===== src/rtl/buffered_ram_stream_reader_pkg.sv =====
// Shared constants and FSM state type for the buffered-RAM stream reader.
package buffered_ram_stream_reader_pkg;

  localparam int RD_LATENCY = 2;
  localparam int SKID_DEPTH = 4;
  localparam int SKID_PTR_W = $clog2(SKID_DEPTH);
  localparam int SKID_CNT_W = $clog2(SKID_DEPTH + 1);
  localparam int INFLIGHT_W = 2;

  typedef enum logic [1:0] {
    ST_IDLE  = 2'd0,
    ST_ISSUE = 2'd1,
    ST_DRAIN = 2'd2
  } state_e;

endpackage


===== src/rtl/buffered_ram_stream_reader_if.sv =====
// Control, RAM read port and output stream of the reader; slave is the reader side.
interface buffered_ram_stream_reader_if #(
  parameter int p_addresswidth = 4,
  parameter int p_datawidth    = 16,
  parameter int p_lenwidth     = p_addresswidth + 1
);
  logic                      in_start;
  logic [p_addresswidth-1:0] in_startaddr;
  logic [p_lenwidth-1:0]     in_length;
  logic [p_addresswidth-1:0] out_rdaddress;
  logic [p_datawidth-1:0]    in_rddata;
  logic                      out_valid;
  logic [p_datawidth-1:0]    out_data;
  logic                      in_ready;
  logic                      out_busy;
  logic                      out_done;

  modport master (
    output in_start, in_startaddr, in_length, in_rddata, in_ready,
    input  out_rdaddress, out_valid, out_data, out_busy, out_done
  );

  modport slave (
    input  in_start, in_startaddr, in_length, in_rddata, in_ready,
    output out_rdaddress, out_valid, out_data, out_busy, out_done
  );
endinterface


===== src/rtl/buffered_ram_stream_reader_skid_fifo.sv =====
// Small skid FIFO absorbing RAM words still in flight when the stream stalls.
module ram_reader_skid_fifo
  import buffered_ram_stream_reader_pkg::*;
#(
  parameter int p_width = 16
) (
  input  logic                  clk,
  input  logic                  rst,
  input  logic                  push,
  input  logic [p_width-1:0]    push_data,
  input  logic                  pop,
  output logic                  valid,
  output logic [p_width-1:0]    data,
  output logic [SKID_CNT_W-1:0] count
);

  logic [p_width-1:0]    mem_q [SKID_DEPTH];
  logic [p_width-1:0]    mem_d [SKID_DEPTH];
  logic [SKID_PTR_W-1:0] wr_ptr_q, wr_ptr_d, rd_ptr_q, rd_ptr_d;
  logic [SKID_CNT_W-1:0] count_q, count_d;
  logic                  do_push, do_pop;

  // NOTE: every always_comb output gets a default first so no path leaves it unassigned (no latch).
  always_comb begin
    do_pop   = pop && (count_q != '0);
    do_push  = push && ((count_q != SKID_CNT_W'(SKID_DEPTH)) || do_pop);
    mem_d    = mem_q;
    wr_ptr_d = wr_ptr_q;
    rd_ptr_d = rd_ptr_q;
    count_d  = count_q;
    if (do_push) begin
      mem_d[wr_ptr_q] = push_data;
      wr_ptr_d        = wr_ptr_q + SKID_PTR_W'(1);
    end
    if (do_pop) rd_ptr_d = rd_ptr_q + SKID_PTR_W'(1);
    case ({do_push, do_pop})
      2'b10:   count_d = count_q + SKID_CNT_W'(1);
      2'b01:   count_d = count_q - SKID_CNT_W'(1);
      default: count_d = count_q;
    endcase
  end

  // NOTE: state registers use non-blocking assignments so every flop samples pre-edge values.
  always_ff @(posedge clk) begin
    if (rst) begin
      // NOTE: the storage is cleared on reset so out_data reads 0 afterwards; it is only 4 words.
      for (int i = 0; i < SKID_DEPTH; i++) mem_q[i] <= '0;
      wr_ptr_q <= '0;
      rd_ptr_q <= '0;
      count_q  <= '0;
    end else begin
      mem_q    <= mem_d;
      wr_ptr_q <= wr_ptr_d;
      rd_ptr_q <= rd_ptr_d;
      count_q  <= count_d;
    end
  end

  assign valid = (count_q != '0);
  assign data  = mem_q[rd_ptr_q];
  assign count = count_q;

endmodule


===== src/rtl/buffered_ram_stream_reader.sv =====
// Walks an address window of the buffered RAM and re-times the returned words
// into a backpressure-tolerant valid/ready stream.
module buffered_ram_stream_reader
  import buffered_ram_stream_reader_pkg::*;
#(
  parameter int p_addresswidth = 4,
  parameter int p_datawidth    = 16,
  parameter int p_lenwidth     = p_addresswidth + 1
) (
  input logic inclk,
  input logic inrst,
  buffered_ram_stream_reader_if.slave bus
);

  state_e                    state_q, state_d;
  logic [p_addresswidth-1:0] addr_q, addr_d;
  logic [p_lenwidth-1:0]     rem_q, rem_d;
  logic [RD_LATENCY-1:0]     lat_q, lat_d;
  logic                      done_q, done_d;

  logic [SKID_CNT_W-1:0]     fifo_count;
  logic [INFLIGHT_W-1:0]     inflight;
  logic                      fifo_valid, pop, issue, credit_ok;
  logic [p_datawidth-1:0]    fifo_data;

  // Words issued but not yet in the FIFO plus words in the FIFO may never exceed its depth.
  always_comb begin
    inflight = '0;
    for (int i = 0; i < RD_LATENCY; i++) inflight = inflight + INFLIGHT_W'(lat_q[i]);
    credit_ok = (fifo_count + SKID_CNT_W'(inflight)) < SKID_CNT_W'(SKID_DEPTH);
    pop       = fifo_valid && bus.in_ready;
  end

  always_comb begin
    state_d = state_q;
    addr_d  = addr_q;
    rem_d   = rem_q;
    done_d  = 1'b0;
    issue   = 1'b0;
    case (state_q)
      ST_IDLE: begin
        if (bus.in_start) begin
          if (bus.in_length != '0) begin
            state_d = ST_ISSUE;
            addr_d  = bus.in_startaddr;
            rem_d   = bus.in_length;
          end else begin
            done_d = 1'b1;
          end
        end
      end
      ST_ISSUE: begin
        if (credit_ok) begin
          issue  = 1'b1;
          addr_d = addr_q + p_addresswidth'(1);
          rem_d  = rem_q - p_lenwidth'(1);
          if (rem_q == p_lenwidth'(1)) state_d = ST_DRAIN;
        end
      end
      ST_DRAIN: begin
        // Everything is issued, so a lone FIFO word with nothing in flight is the last one.
        if (inflight == '0 && fifo_count == SKID_CNT_W'(1) && pop) begin
          state_d = ST_IDLE;
          done_d  = 1'b1;
        end
      end
      default: state_d = ST_IDLE;
    endcase
    lat_d = {lat_q[RD_LATENCY-2:0], issue};
  end

  always_ff @(posedge inclk) begin
    if (inrst) begin
      state_q <= ST_IDLE;
      addr_q  <= '0;
      rem_q   <= '0;
      lat_q   <= '0;
      done_q  <= 1'b0;
    end else begin
      state_q <= state_d;
      addr_q  <= addr_d;
      rem_q   <= rem_d;
      lat_q   <= lat_d;
      done_q  <= done_d;
    end
  end

  ram_reader_skid_fifo #(.p_width(p_datawidth)) u_skid_fifo (
    .clk       (inclk),
    .rst       (inrst),
    .push      (lat_q[RD_LATENCY-1]),
    .push_data (bus.in_rddata),
    .pop       (pop),
    .valid     (fifo_valid),
    .data      (fifo_data),
    .count     (fifo_count)
  );

  assign bus.out_rdaddress = addr_q;
  assign bus.out_valid     = fifo_valid;
  assign bus.out_data      = fifo_data;
  assign bus.out_busy      = (state_q != ST_IDLE);
  assign bus.out_done      = done_q;

endmodule


===== src/flat_wrapper.sv =====
// flat-port wrapper written by rule: the top's interface ports become plain ports
module buffered_ram_stream_reader_flat import buffered_ram_stream_reader_pkg::*;
#(
  parameter int p_addresswidth = 4,
  parameter int p_datawidth    = 16,
  parameter int p_lenwidth     = p_addresswidth + 1
)
  (inclk, inrst, bus_in_start, bus_in_startaddr, bus_in_length, bus_in_rddata, bus_in_ready, bus_out_rdaddress, bus_out_valid, bus_out_data, bus_out_busy, bus_out_done);
  buffered_ram_stream_reader_if #(.p_addresswidth(p_addresswidth), .p_datawidth(p_datawidth), .p_lenwidth(p_lenwidth)) bus_i ();
  input logic inclk;
  input logic inrst;
  input wire logic [$bits(bus_i.in_start)-1:0] bus_in_start;
  input wire logic [$bits(bus_i.in_startaddr)-1:0] bus_in_startaddr;
  input wire logic [$bits(bus_i.in_length)-1:0] bus_in_length;
  input wire logic [$bits(bus_i.in_rddata)-1:0] bus_in_rddata;
  input wire logic [$bits(bus_i.in_ready)-1:0] bus_in_ready;
  output wire logic [$bits(bus_i.out_rdaddress)-1:0] bus_out_rdaddress;
  output wire logic [$bits(bus_i.out_valid)-1:0] bus_out_valid;
  output wire logic [$bits(bus_i.out_data)-1:0] bus_out_data;
  output wire logic [$bits(bus_i.out_busy)-1:0] bus_out_busy;
  output wire logic [$bits(bus_i.out_done)-1:0] bus_out_done;
  assign bus_i.in_start = bus_in_start;
  assign bus_i.in_startaddr = bus_in_startaddr;
  assign bus_i.in_length = bus_in_length;
  assign bus_i.in_rddata = bus_in_rddata;
  assign bus_i.in_ready = bus_in_ready;
  assign bus_out_rdaddress = bus_i.out_rdaddress;
  assign bus_out_valid = bus_i.out_valid;
  assign bus_out_data = bus_i.out_data;
  assign bus_out_busy = bus_i.out_busy;
  assign bus_out_done = bus_i.out_done;
  buffered_ram_stream_reader #(.p_addresswidth(p_addresswidth), .p_datawidth(p_datawidth), .p_lenwidth(p_lenwidth)) u_core (.inclk(inclk), .inrst(inrst), .bus(bus_i));
endmodule

===== config.mk =====
export PLATFORM = sky130hd
export DESIGN_NAME = buffered_ram_stream_reader_flat
export DESIGN_NICKNAME = d
export VERILOG_FILES = /design/src/rtl/buffered_ram_stream_reader_pkg.sv /design/src/rtl/buffered_ram_stream_reader_if.sv /design/src/rtl/buffered_ram_stream_reader_skid_fifo.sv /design/src/rtl/buffered_ram_stream_reader.sv /design/src/flat_wrapper.sv
export SDC_FILE = /design/constraint.sdc
export NUM_CORES = 1
export LEC_CHECK = 0
export CAP_MARGIN = 40
export CORE_ASPECT_RATIO = 1.2
export CORE_MARGIN = 2
export CORE_UTILIZATION = 55
export DETAILED_ROUTE_END_ITERATION = 10
export PLACE_DENSITY = 0.79
export SYNTH_ARGS = -nofsm -noshare
export SYNTH_HDL_FRONTEND = slang
export SYNTH_SLANG_ARGS = --single-unit

===== constraint.sdc =====
create_clock -name inclk -period 2.6 [get_ports inclk]
set_clock_uncertainty 0.15 [all_clocks]
set_input_delay 0.39 -clock inclk [delete_from_list [all_inputs] [get_ports inclk]]
set_output_delay 0.39 -clock inclk [all_outputs]
set_load 0.03 [all_outputs]

-- Word level (Yosys, flattened, before mapping)
Cells that the tools add are included.
- output and inout port bits: 23
- register bits: 85
- word-level logic and storage cells: 83
- muxes and demuxes: 26
- order comparisons: 4
- reduce and logical (&&, ||, !) cells: 17
- bitwise gates (word level): 3
- add/sub/neg operators: 8
- eq/ne operators: 12
- operators by type and width (kind ; count):
    $bwmux W64 ; 1
    $mux W16 ; 3
    $bmux W16 S2 ; 1
    $demux W16 S2 ; 1
    $mux W5 ; 3
    $mux W4 ; 3
    $mux W2 ; 5
    $pmux W5 S2 ; 1
    $ne A2 B1 Y1 const B ; 4
    $pmux W4 S2 ; 1
    $ge A3 B3 Y1 const B ; 2
    $logic_and A1 B1 Y1 ; 6
    $not A2 Y3 ; 2
    $pmux W2 S3 ; 1
    $pmux W3 S2 ; 1
    $reduce_bool A2 Y1 ; 3
    $eq A5 B1 Y1 const B ; 1
    $reduce_and A5 Y1 ; 1
    $reduce_bool A5 Y1 ; 1
    $sub A5 B1 Y5 const B ; 1
    $add A2 B1 Y2 const B ; 2
    $add A4 B1 Y4 const B ; 1
    $eq A2 B1 Y1 const B ; 2
    $eq A2 B2 Y1 const B ; 2
    other kinds (17) ; 21

-- Depth between registers and ports, before layout
Gate-level depths: netlist of the first run.
- depth in word-level cells: 7
- depth in mapped cells: 8

-- By module
A second synthesis of the first run with hierarchy kept.
- cells, all modules: 401
- area total of the unflattened synthesis: 4310.4 µm²
- modules (own cells, without submodules) (module ; cells each ; area an instance (µm²) ; instances ; sequential area each (µm²)):
    ram_reader_skid_fifo ; 293 ; 3373.2 ; 1 ; 1421.4
    buffered_ram_stream_reader ; 108 ; 937.1 ; 1 ; 280.3

-- Worst setup path before layout of the first run
Ideal clock, no wire load.
- path type: register to register
- from: register u_core.u_skid_fifo.count_q[0] (netlist: u_core.u_skid_fifo.count[0])
- to: register u_core.u_skid_fifo.count_q[2] (netlist: u_core.u_skid_fifo.count[2])
- stages on the path, launching flop included: 8
- data arrival time: 1.933 ns
- clock period less this slack: 2.153 ns
- path slack: 0.447 ns
- data required time: 2.379 ns
- library setup time: 0.071 ns
- cells stage by stage: dfxtp_1 inv_1 ha_1 nand2b_1 and2_1 ha_1 or3_1 a21oi_1
- longest elaborated chain between the ends: 7
- elaborated cells between the ends (all ways): 12
- classes of those cells: add/sub (2); eq/ne (3); mux (1); reduce/logical (6)
- RTL lines (element ; RTL line ; source):
    start, declared ; buffered_ram_stream_reader_skid_fifo.sv:20 ; logic [SKID_CNT_W-1:0] count_q, count_d;
    start signal, assigned ; buffered_ram_stream_reader_skid_fifo.sv:55 ; count_q <= count_d;
    $reduce_bool A3 Y1 * ; buffered_ram_stream_reader_skid_fifo.sv:59 ; assign valid = (count_q != '0);
    via bus_out_valid ; flat_wrapper.sv:18 ; output wire logic [$bits(bus_i.out_valid)-1:0] bus_out_valid;
    $logic_and A1 B1 Y1 ; buffered_ram_stream_reader.sv:31 ; pop = fifo_valid && bus.in_ready;
    $logic_and A1 B1 Y1 * ; buffered_ram_stream_reader_skid_fifo.sv:25 ; do_pop = pop && (count_q != '0);
    via u_core.u_skid_fifo.do_pop ; buffered_ram_stream_reader_skid_fifo.sv:21 ; logic do_push, do_pop;
    $logic_or A1 B1 Y1 ; buffered_ram_stream_reader_skid_fifo.sv:26 ; do_push = push && ((count_q != SKID_CNT_W'(SKID_DEPTH)) || do_pop);
    $logic_and A1 B1 Y1 ; buffered_ram_stream_reader_skid_fifo.sv:26 ;
    $eq A2 B1 Y1 / $eq A2 B2 Y1 (equally long branches) ; buffered_ram_stream_reader_skid_fifo.sv:36 ; case ({do_push, do_pop})
    $pmux W3 S2 / $reduce_bool A2 Y1 (equally long branches) ; - ;
The timed path passes the listed nets; every way through them passes the cells marked *.
A chain may end at the register's enable or synchronous reset.

-- Final worst setup path of the first run
- from: register u_core.u_skid_fifo.count_q[1] (netlist: u_core.u_skid_fifo.count[1])
- to: output port bus_out_valid
- longest elaborated chain between the ends: 1
- RTL lines (element ; RTL line):
    $reduce_bool A3 Y1 ; buffered_ram_stream_reader_skid_fifo.sv:59
    end, declared ; flat_wrapper.sv:18
Every way passes these cells.

==> results of run 1 <==
[timing repair]
item,in CTS,in global routing
gates resized for setup,15,0
buffers inserted,0,0
hold endpoints to repair,0,0
endpoints found under the setup margin,15,0
[layout make-up]
type	instances	share of cell area [%]
multi-input cells	267	44.03
repair buffers	62	13.09
flip-flops and latches	85	34.69
inverters	16	1.224
well taps	90	2.296
clock inverters	7	2.143
clock buffers	9	2.526
[power by group through the flow]
stage	clock network [W]	logic, W	registers, W
floorplan	0	0.000739	0.00152
global placement	0	0.00107	0.00151
detailed placement	0	0.00110	0.00152
CTS	0.00108	0.00109	0.00149
global route	0.00113	0.00119	0.00150
finish	0.00106	0.00108	0.00149
[worst paths after layout]
check / from / end / slack, ns / depth (start not counted)
min reg2reg: u_core.lat_q[0] / u_core.lat_q[1] / 0.32 / 2
min: u_core.lat_q[0] / u_core.lat_q[1] / 0.32 / 2
max reg2reg: u_core.lat_q[1] / u_core.rem_q[2] / 0.44 / 6
max: u_core.u_skid_fifo.count[1] / bus_out_valid / 0.16 / 4
[layout by cell type, fill, tap and decap left out, drive strengths merged, types with 4 or more instances in the layout]
master and count:
a311o 4, clkdlybuf4s50 34, o21ai 7, nor2 77, mux2i 66, dfxtp 85, dlygate4sd2 15, a211oi 4
o31ai 5, a21oi 12, ha 15, buf 13, clkbuf 9, mux4 16, nand3 10, nand2 14
inv 18, a311oi 5
[critical path, cell delays in order (launching register included)]
cell,delay (ns)
sky130_fd_sc_hd__dfxtp_1,0.38
sky130_fd_sc_hd__inv_1,0.11
sky130_fd_sc_hd__ha_1,0.24
sky130_fd_sc_hd__nand2b_1,0.14
sky130_fd_sc_hd__clkdlybuf4s50_1,0.68
[cell families (layout without fill, tap and decap cells)]
| family | count (synthesis) | count (layout) | share of synthesized area [%] |
|---|---|---|---|
| AOI/OAI and AO/OA | 43 | 43 | 8.068 |
| xor gates and xnor gates | 5 | 5 | 1.082 |
| buffers and inverters | 39 | 94 | 4.606 |
| DFF | 85 | 85 | 42.04 |
| muxes | 83 | 83 | 25.50 |
| adders and majority gates | 15 | 15 | 4.637 |
| and+or+nand+nor | 121 | 121 | 14.07 |
[state kept, by name, indices dropped and copies added (netlist names)]
| register | flops |
|---|---|
| u_core.bus.out_done | 1 |
| u_core.bus.out_rdaddress | 4 |
| u_core.lat_q | 2 |
| u_core.rem_q | 5 |
| u_core.state_q | 2 |
| u_core.u_skid_fifo.count | 3 |
| u_core.u_skid_fifo.mem_q | 64 |
| u_core.u_skid_fifo.rd_ptr_q | 2 |
| u_core.u_skid_fifo.wr_ptr_q | 2 |
[through the flow]
stage	worst slack, ns	cells	total power (W)
2_1_floorplan	0.4466	391	0.002256
3_3_place_gp	0.2569	520	0.002578
3_5_place_dp	0.1936	520	0.002613
4_1_cts	0.1408	536	0.003658
5_1_grt	0.08573	536	0.003817
6_report	0.1571	536	0.003627
[metal layers]
metal | track usage (%) | routed length [um]
met1 | 29.67 | 3753
met2 | 39.64 | 4412
met3 | 3.142 | 306
met4 | 8.205 | 132
met5 | 0 | 0
==> out/results.txt, run 1 <==
At the worst endpoint, the arrival time is 1.90 ns. Row generation in the floorplan step produced 34 rows. The highest fanout seen on the critical path was 4; the clock network power share was 29.2%.

The number of synthesized flops with an enable pin works out to 0. The number of distinct library cells after synthesis was 47; the remaining global-route overflow was 0. The synthesized flop and latch total is 85, and the top cell type's share of synthesized area is 42.04%. For the pin with the worst max-slew slack, the measured transition is 0.6120 ns. Clock-pin slew was measured on the worst setup and hold paths at 0.09 ns. In this run, CTS created clock tree buffers numbering 9. In this run the power density over the cells is 739.5 mW/mm^2. The layout filler cell count came out at 571.

At the end of routability-driven placement, the weighted congestion stood at 0.8941. For the area occupied by multi-input gates, the log shows 0.002160 mm^2. The tool flagged a number of max-cap violations equal to 0.

Number of antenna violations at the first check in global routing: 0. The tools report the global-route total usage across every layer as 23.28%. After detailed placement, the total cell area comes to 0.004695 mm^2.

The floorplan step defined a core boundary enclosing 0.007189 mm^2. The number of antenna diodes in the final layout is 0. The worst-case IR drop observed on VDD is 0.4147 mV. For this run, the leading register cell type out of synthesis is sky130_fd_sc_hd__dfxtp_1.

The tools report the number of instances in the synthesized netlist as 391. The initial utilization of the core area, before any placement, comes to 56.30%. The worst hold path belongs to the class flop to flop.

Sequential element share of the synthesized area: 42.04%. The internal power of the cells was 0.002428 W; the cell area after layout was 0.004905 mm^2. The tree is rooted in a sky130_fd_sc_hd__clkbuf_8.

Warning count from the yosys run: 0. After synthesis, the cell types taking the most area are sky130_fd_sc_hd__dfxtp_1 42%, sky130_fd_sc_hd__mux2i_1 16%, sky130_fd_sc_hd__mux4_2 8.9%. The run gives 0.001199 W as the switching power. The type of the worst setup path was flop to output pin. The final core area utilization was 68.22%.

In this run the deepest clock path goes through 2 buffers. The H-tree was split into 3 levels. At the later pin of the worst-skew pair, clock insertion delay measures 0.35 ns.

The post-route netlist has 13.90% of its cells at a drive strength greater than 1. STA classifies the critical path endpoint as an output pin. Leading area contributor after synthesis: sky130_fd_sc_hd__dfxtp_1. The commonest cells after synthesis are 85 x sky130_fd_sc_hd__dfxtp_1, 77 x sky130_fd_sc_hd__nor2_1, 66 x sky130_fd_sc_hd__mux2i_1. In the synthesized netlist the async set-or-reset flop fraction comes to 0%.

The fraction of the cycle the final worst path needs was 93.96%; the number of vias per cell after detailed routing was 5.681. Entering global routing, the biggest net connects 65 pins. The minimum period implied by the final worst setup slack works out to 2.443 ns. Counting every net in the synthesized netlist gives 435.

Dividing the detail-routed wire length by the instance count gives 16.05 um. The width of the die came out at 82.31 um. The sequential share of power is 41.0%, and the global-route wire length before repair is 14570 um. Setup violations remaining at the end of the flow were counted as 0.

The setup total negative slack was 0 ns; the total clock sinks was 85. TritonCTS built the clock tree. In this run the count of I/O pins placed on the die edge is 52. The run gives 8605 um as the aggregate routed wire length.

The synthesis-to-layout area growth works out to 21.17%. Input and output buffers added on the ports amount to 51. Summing all flip-flop and latch instances after layout gives 0.001702 mm^2. For this run, the top clock speed supported by timing is 0.4093 GHz. After synthesis the cells add up to 0.004048 mm^2. The run gives 485 as the final-stage net count. Measured against its own limit, the worst slew margin works out to 59.20%.

The run gives 0 as the final-report max-slew violation count. Hold repair after CTS inserted 0 buffers. The wire-length estimate of the detail-placed layout is 5902 um. The average footprint of a synthesized cell was 10.35 um^2.

Combinational logic burns 29.8% of the power. The run gives 0 as the DRC violation count after routing. Setup repair after global routing left no endpoint under its margin.

Height of the die: 97.98 um. By instance count, the leading cell after synthesis is sky130_fd_sc_hd__dfxtp_1. For the via count of the first global-routing pass, the log shows 3073.

Data on the critical path is required at its endpoint by 2.06 ns. Detailed routing inserted a total of 3045 vias. The flow ran to the end, and the final reports show no timing, DRC or antenna violations.

The number of hold-slack violations in the final timing report is 0, and the leakage power of the design is 2.366 nW. The area of the die came out at 0.008064 mm^2. For this block, the initial DRC count from the detailed router was 138.

On the final layout, the worst hold slack is 0.3194 ns. The pre-antenna-repair detailed-routing pass consisted of 4 iterations. For the residual antenna-violating net count after detailed routing, the log shows 0. The kind of launch point of the worst setup path is a flop.

Net switching is 33.06% of the power.
(Power assumes the default switching activity.)
==> run 2, diff against run 1 <==
--- a/config.mk
+++ b/config.mk
@@ -5,6 +5,7 @@
 export SDC_FILE = /design/constraint.sdc
 export NUM_CORES = 1
 export LEC_CHECK = 0
+export ABC_CLOCK_PERIOD_IN_PS = 2550
 export CAP_MARGIN = 40
 export CORE_ASPECT_RATIO = 1.2
 export CORE_MARGIN = 2
==> constraint.sdc (replaced) <==
create_clock -name inclk -period 2.55 [get_ports inclk]
set_clock_uncertainty 0.15 [all_clocks]
set_input_delay 0.3825 -clock inclk [delete_from_list [all_inputs] [get_ports inclk]]
set_output_delay 0.3825 -clock inclk [all_outputs]
set_load 0.03 [all_outputs]
==> run 2 against run 1 <==
  * Flip-flop and latch count unchanged
  * Combinational power about the same
  * Total power down 2.1%
  * Via count up 1.1%
  * Critical path type unchanged
  * Largest power group unchanged
  * Cell area down 0.87%
  * Register-to-register slack worse by 0.07 ns
  * Largest cell class unchanged
  * Hold slack better by 0.0029 ns
  * Routed wire length down 4.0%
  * Sequential power about the same
  * Worst setup slack worse by 0.023 ns
==> out/results.txt, run 2 (synthesized netlist as in run 1, its figures left out) <==
The run finished with clean final reports. For the post-DP HPWL, the log shows 5775 um. The height of the die is 97.98 um. After layout, the design draws a total of 0.003551 W. The number of port buffers was 51; the total iterations of the first detailed-routing run was 4.

The number of flip-flops under the largest register name was 64; the max-cap violation count was 0. The top cell types in the final layout, fill and taps aside, are 85 x sky130_fd_sc_hd__dfxtp_1, 77 x sky130_fd_sc_hd__nor2_1, 66 x sky130_fd_sc_hd__mux2i_1, 34 x sky130_fd_sc_hd__clkdlybuf4s50_1. Net switching is 33.51% of the power.

Global routing finished with a remaining overflow of 0. Entering global routing, the biggest net connects 64 pins. The minimum period implied by the final worst setup slack works out to 2.416 ns.

The min-delay analysis places its worst path in the category flop to flop. The clock network latency to the later pin of the worst-skew pair came out at 0.35 ns. The fraction of final layout cells with drive strength greater than 1 is 14.63%. The number of clock buffers added by TritonCTS is 9. The highest fanout seen on the critical path is 4. For this design the static power due to leakage is 2.352 nW. Dividing the detail-routed via count by the number of cells gives 5.691. In this run, the clock network consumes 27.0% of the power. For the CTS H-tree depth, the log shows 3. TritonCTS built the clock tree. Total clock sinks: 85. The floorplan has 34 rows. The tools report the source of the critical timing path as u_core.u_skid_fifo.count[1]. The fraction of the cycle the final worst path needs came out at 94.73%. The number of hold-slack violations in the final timing report is 0, and the width of the die is 82.31 um. The tools report the residual antenna-violating net count after detailed routing as 0.

The first routing iteration left 114 violations. Compared with the post-synthesis result, the final layout area differs by 20.12%. The final-report max-slew violation count is 0, and the area of the die is 0.008064 mm^2.

The initial utilization of the core area, before any placement, comes to 56.30%. The tools report the final-stage net count as 490. The via count of the first global-routing pass is 2964. The total of endpoints with negative setup slack in the final report came out at 0. The root buffer cell is sky130_fd_sc_hd__clkbuf_8. The region available for standard cell placement spans 0.007189 mm^2. The source of the worst register-to-register timing path is u_core.lat_q[1]. STA classifies the critical path startpoint as a flop. Cells fill 67.63% of the core in the end. The maximum clock insertion buffer count was 2. Derived from the worst setup path, the maximum achievable clock frequency is 0.4140 GHz. The tools report the maximum resistive drop on vdd as 0.4705 mV.

The worst min-delay path startpoint is u_core.lat_q[0]. Setup repair after global routing left no endpoint under its margin. The setup total negative slack is 0 ns. DRC violation count after routing: 0. In this run the power spent charging and discharging nets is 0.001190 W. The worst setup path is captured at an output pin.

The number of antenna violations at the first check in global routing came out at 0. Total vias in the final route: 3079. Actual slew at the worst max-slew pin: 0.6033 ns.

For the worst setup path, the data required time is 2.02 ns. During I/O placement, the number of pins put on the boundary was 52. Cell internal power was estimated by the tool at 0.002361 W.

The library cell used most frequently in the layout, excluding fill and tap cells, is sky130_fd_sc_hd__dfxtp_1. Of the total power, registers draw 42.4%. In the final routed layout, each cell accounts on average for 15.27 um. The data arrival at the endpoint of the critical path was 1.88 ns; the weighted congestion reported at the end of routability-driven placement was 0.8763. The register with the most flip-flops is u_core.u_skid_fifo.mem_q. The clock transition at the registers of the reported paths is 0.08 ns.

Dividing total power by cell area gives a power density of 730.3 mW/mm^2. The aggregate routed wire length is 8261 um. Combinational cells account for 30.6% of the total power. The worst pin sits at a relative slew slack of 59.78%.

The global-route wire length before repair is 13810 um, and the number of diodes is 0. The run gives 0 as the count of buffers added by post-CTS timing repair for setup. The critical path is of the flop to output pin type. Buffers inserted to repair hold after CTS numbered 0. Global routing consumed, over all layers together, 21.84% of the routing resources.
==> run 2: changes by cell type in the layout (fill, tap and decap cells not counted) <==
cell / previous run / this run
sky130_fd_sc_hd__buf_4: 6 / 15
sky130_fd_sc_hd__buf_12: 6 / 2
sky130_fd_sc_hd__bufinv_16: 2 / 1
sky130_fd_sc_hd__clkbuf_1: 0 / 1
sky130_fd_sc_hd__clkinv_2: 0 / 1
sky130_fd_sc_hd__clkinv_4: 2 / 1
==> run 2: area by class of cell <==
| class | instances | area, um^2 |
|---|---|---|
| Timing Repair Buffer | 67 | 629.4 |
| Clock buffer | 10 | 127.6 |
| Multi-Input combinational cell | 267 | 2160 |
| Fill cell | 589 | 2327 |
| Tap cell | 90 | 112.6 |
| Clock inverter | 6 | 71.32 |
| Sequential cell | 85 | 1702 |
| Inverter | 16 | 60.06 |
==> run 2: path summary, 6_finish.rpt <==
path                            cells after the start  slack (ns)                          end
worst max register to register                      6        0.37  u_core.bus.out_rdaddress[2]
worst max-delay path                                4        0.13                bus_out_valid
worst min-delay path                                2        0.32              u_core.lat_q[1]
worst min register to register                      2        0.32              u_core.lat_q[1]
==> run 2: repair_timing <==
item | in CTS | in global routing
setup endpoints to repair | 15 | 0
gates resized for setup | 15 | 0
endpoints found under the hold margin | 0 | 0
==> run 2: critical path, cell delays in order, from the launching register on <==
cell	delay, ns
sky130_fd_sc_hd__dfxtp_1	0.36
sky130_fd_sc_hd__inv_1	0.10
sky130_fd_sc_hd__ha_1	0.24
sky130_fd_sc_hd__nand2b_1	0.15
sky130_fd_sc_hd__clkdlybuf4s50_1	0.69
==> run 2: metal layers <==
| metal | part of all wire, % | vias up | wire (um) | GRT usage, % |
|---|---|---|---|---|
| li1 | - | 1493 | - | - |
| met1 | 44 | 1502 | 3634 | 27.40 |
| met2 | 50 | 74 | 4167 | 36.04 |
| met3 | 3.8 | 10 | 315 | 3.327 |
| met4 | 1.7 | 0 | 143 | 10.38 |
| met5 | 0 | - | 0 | 0 |
==> run 2: per-stage QoR <==
stage | instances | instance area, um^2 | hold WS (ns) | setup WS (ns)
finish | 541 | 4862 | 0.3223 | 0.1343
global route | 541 | 4862 | 0.3623 | 0.005306
detailed placement | 525 | 4682 | 0.3116 | 0.2889
global placement | 525 | 4682 | 0.3014 | 0.3220
floorplan | 391 | 4048 | 0.2877 | 0.3966
CTS | 541 | 4862 | 0.3226 | 0.09874
==> run 2: power groups by stage <==
stage | clock [W] | sequential (W) | combinational (W)
6_report | 0.000959 | 0.00151 | 0.00109
5_1_grt | 0.00104 | 0.00152 | 0.00118
4_1_cts | 0.000984 | 0.00150 | 0.00110
3_5_place_dp | 0 | 0.00153 | 0.00110
3_3_place_gp | 0 | 0.00153 | 0.00108
2_1_floorplan | 0 | 0.00155 | 0.000754
==> run 3, diff against run 2 <==
--- a/config.mk
+++ b/config.mk
@@ -12,6 +12,8 @@
 export CORE_UTILIZATION = 55
 export DETAILED_ROUTE_END_ITERATION = 10
 export PLACE_DENSITY = 0.79
+export REMOVE_ABC_BUFFERS = 1
+export SLEW_MARGIN = 20
 export SYNTH_ARGS = -nofsm -noshare
 export SYNTH_HDL_FRONTEND = slang
 export SYNTH_SLANG_ARGS = --single-unit
==> run 3 against run 2 <==
  * Total power down 2.7%
  * First-iteration DRC count increased by 14%
  * Global-route usage is 0.22 points lower
  * Sequential share of layout area grew 0.12 points
  * Routed wire length decreased by 0.67%
  * Die area is the same
  * Via count decreased by 2.8%
  * Flip-flop and latch count unchanged
  * Clock power down 8.7%
  * Cell area down 0.26%
  * Critical path type unchanged
  * Worst setup slack improved by 0.044 ns
  * Fmax grew 1.9%
==> out/results.txt, run 3 (synthesized netlist as in run 1, its figures left out) <==
The run finished with clean final reports. Setup violations remaining at the end of the flow were counted as 0. The tools report the data arrival at the endpoint of the critical path as 1.84 ns.

The signal on the critical path passes through buf_4 -> mux4_2 -> dlygate4sd2_1. In the final routed layout, each cell accounts on average for 15.25 um. For this run, the top clock speed supported by timing is 0.4217 GHz.

Clock network latency to the later pin of the worst-skew pair: 0.35 ns. The logs give 0 for the max-cap violation count and 0 ns for the setup total negative slack. The path class of the tightest hold or removal check is flop to flop. The total vias in the final route was 2993. For the CTS H-tree depth, the log shows 3. Combinational logic is responsible for 30.4% of the overall power. The top cell types in the final layout, fill and taps aside, are 84 x sky130_fd_sc_hd__dfxtp_1, 77 x sky130_fd_sc_hd__nor2_1, 66 x sky130_fd_sc_hd__mux2i_1, 33 x sky130_fd_sc_hd__clkdlybuf4s50_1. The cell at the slowest stage of the critical path was sky130_fd_sc_hd__mux4_2. Headroom to the max-slew limit came out at 52.71%.

The pin count of the biggest net entering global routing was 38; the DRC violation total after the first TritonRoute iteration was 130. The logs give 34 for the count of standard-cell rows and 487 for the final-stage net count. Summed over all layers, the global routing overflow is 0. The pre-antenna-repair detailed-routing pass consisted of 4 iterations. The weighted congestion reported at the end of routability-driven placement was 0.8259; the maximum resistive drop on vdd was 0.4476 mV. The worst path in the final design needs a cycle of 2.371 ns, including I/O delays and setup.

Along the worst path, the maximum fanout reaches 11. Switching power: 0.001200 W. Setup repair after global routing left no endpoint under its margin. The final critical path takes up 92.99% of the cycle. The logs give 0.1787 ns for the worst-case setup margin in the final layout and 0.007189 mm^2 for the core region area. For this design, the sink count on the clock tree is 85. The maximum clock insertion buffer count is 2. The tools report the internal power of the cells as 0.002255 W. Worst setup slack before clock tree synthesis: 0.2636 ns. The register with the most flip-flops in the layout has 64 of them. Number of antenna violations at the first check in global routing: 0. The worst setup path is launched from a flop.

In the routed design, unresolved DRC markers number 0. Data on the critical path is required at its endpoint by 2.02 ns. For this design the top-level I/O count stands at 52. The run gives 0 as the final-report max-slew violation count. Once the floorplan was initialized, standard cells occupied 56.30% of the core. In this run the power density over the cells is 712.5 mW/mm^2. The die covers 0.008064 mm^2.

Post-CTS timing repair inserted 0 buffers for setup. The floorplan step set the die height to 97.98 um. For this block, the routed nets add up to 8206 um of wire.

The number of vias per cell after detailed routing came out at 5.563. For the number of diodes, the log shows 0. The number of hold-slack violations in the final timing report is 0. STA classifies the critical path endpoint as an output pin. The root buffer cell chosen for the clock tree is sky130_fd_sc_hd__clkbuf_8.

Via count of the first global-routing pass: 2969. TritonCTS built the clock tree. Number of buffers inserted during clock tree synthesis: 9. The synthesis-to-layout area growth came out at 19.81%. The global-route wire length before repair is 13720 um, and the switching share of power is 34.73%. Across every metal layer, demand over resource in global routing totals 21.62%. After clock tree synthesis, the clock-pin slew on the worst setup and hold paths is 0.09 ns. Counting both buffers and inverters, the worst setup path holds a total of 2.

For this run, the slowest stage of the critical path takes 0.53 ns. The kind of cell with the highest combined delay along the critical path is buffers and inverters. In this run the static leakage power is 2.360 nW. The clock network power share was 25.4%; the residual antenna-violating net count after detailed routing was 0. More flip-flops sit in one register than any other, and that register is u_core.u_skid_fifo.mem_q. The actual slew at the worst max-slew pin came out at 0.7094 ns.

Commonest non-fill, non-tap cell in the layout: sky130_fd_sc_hd__dfxtp_1. The fraction of final layout cells with drive strength greater than 1 came out at 14.51%. The type of the worst setup path was flop to output pin. The sequential share of power is 44.2%, and the post-DP HPWL is 5823 um. Port buffering added 51 buffers. The floorplan step set the die width to 82.31 um. Cells fill 67.46% of the core in the end.
[run 3: through the flow]
step	instance area [um^2]	hold slack (ns)	instances	total power, W
2_1_floorplan	3921	0.2841	368	0.002247
3_3_place_gp	4684	0.3030	522	0.002595
3_5_place_dp	4684	0.3052	522	0.002624
4_1_cts	4846	0.3176	538	0.003483
5_1_grt	4850	0.3673	538	0.003646
6_report	4850	0.3164	538	0.003455
[run 3: per-layer routing]
metal  track usage (%)  share of wire, %
met5                 0                 0
met4             8.846               1.1
met3             3.974               4.3
met2             37.10                50
met1             25.98                45
[run 3: repair_timing]
| item | in CTS | in global routing |
|---|---|---|
| resized for setup | 15 | 2 |
| hold endpoints to repair | 0 | 0 |
| setup endpoints to repair | 15 | 2 |
| hold buffers | 0 | 0 |
[run 3: worst reg2reg max path, stage by stage, from the launching register on]
cell and delay (ns):
sky130_fd_sc_hd__dfxtp_1 0.46, sky130_fd_sc_hd__inv_1 0.10, sky130_fd_sc_hd__ha_1 0.25, sky130_fd_sc_hd__nand2b_1 0.14
sky130_fd_sc_hd__and2_1 0.20, sky130_fd_sc_hd__ha_1 0.30, sky130_fd_sc_hd__or3_1 0.36, sky130_fd_sc_hd__a21oi_1 0.15
[run 3: path summary, 6_finish.rpt]
| check | startpoint | endpoint | slack [ns] | cells after the start |
|---|---|---|---|---|
| setup / recovery | u_core.u_skid_fifo.rd_ptr_q[0] | bus_out_data[13] | 0.18 | 3 |
| setup reg to reg | u_core.u_skid_fifo.count[0] | u_core.u_skid_fifo.count[2] | 0.37 | 7 |
| hold reg to reg | u_core.lat_q[0] | u_core.lat_q[1] | 0.32 | 2 |
| hold / removal | u_core.lat_q[0] | u_core.lat_q[1] | 0.32 | 2 |
[run 3: final cells by class]
class,instances,area [um^2]
clock buffers,9,123.9
well taps,90,112.6
clock inverters,7,56.30
repair buffers,64,634.4
fillers,581,2340
multi-input cells,267,2160
inverters,16,60.06
flip-flops and latches,85,1703
[run 3: power groups by stage]
| stage | sequential [W] | clock [W] | combinational (W) |
|---|---|---|---|
| 4_1_cts | 0.00152 | 0.000894 | 0.00106 |
| 3_5_place_dp | 0.00155 | 0 | 0.00107 |
| 6_report | 0.00153 | 0.000876 | 0.00105 |
| 3_3_place_gp | 0.00155 | 0 | 0.00105 |
| 5_1_grt | 0.00154 | 0.000954 | 0.00115 |
| 2_1_floorplan | 0.00162 | 0 | 0.000625 |
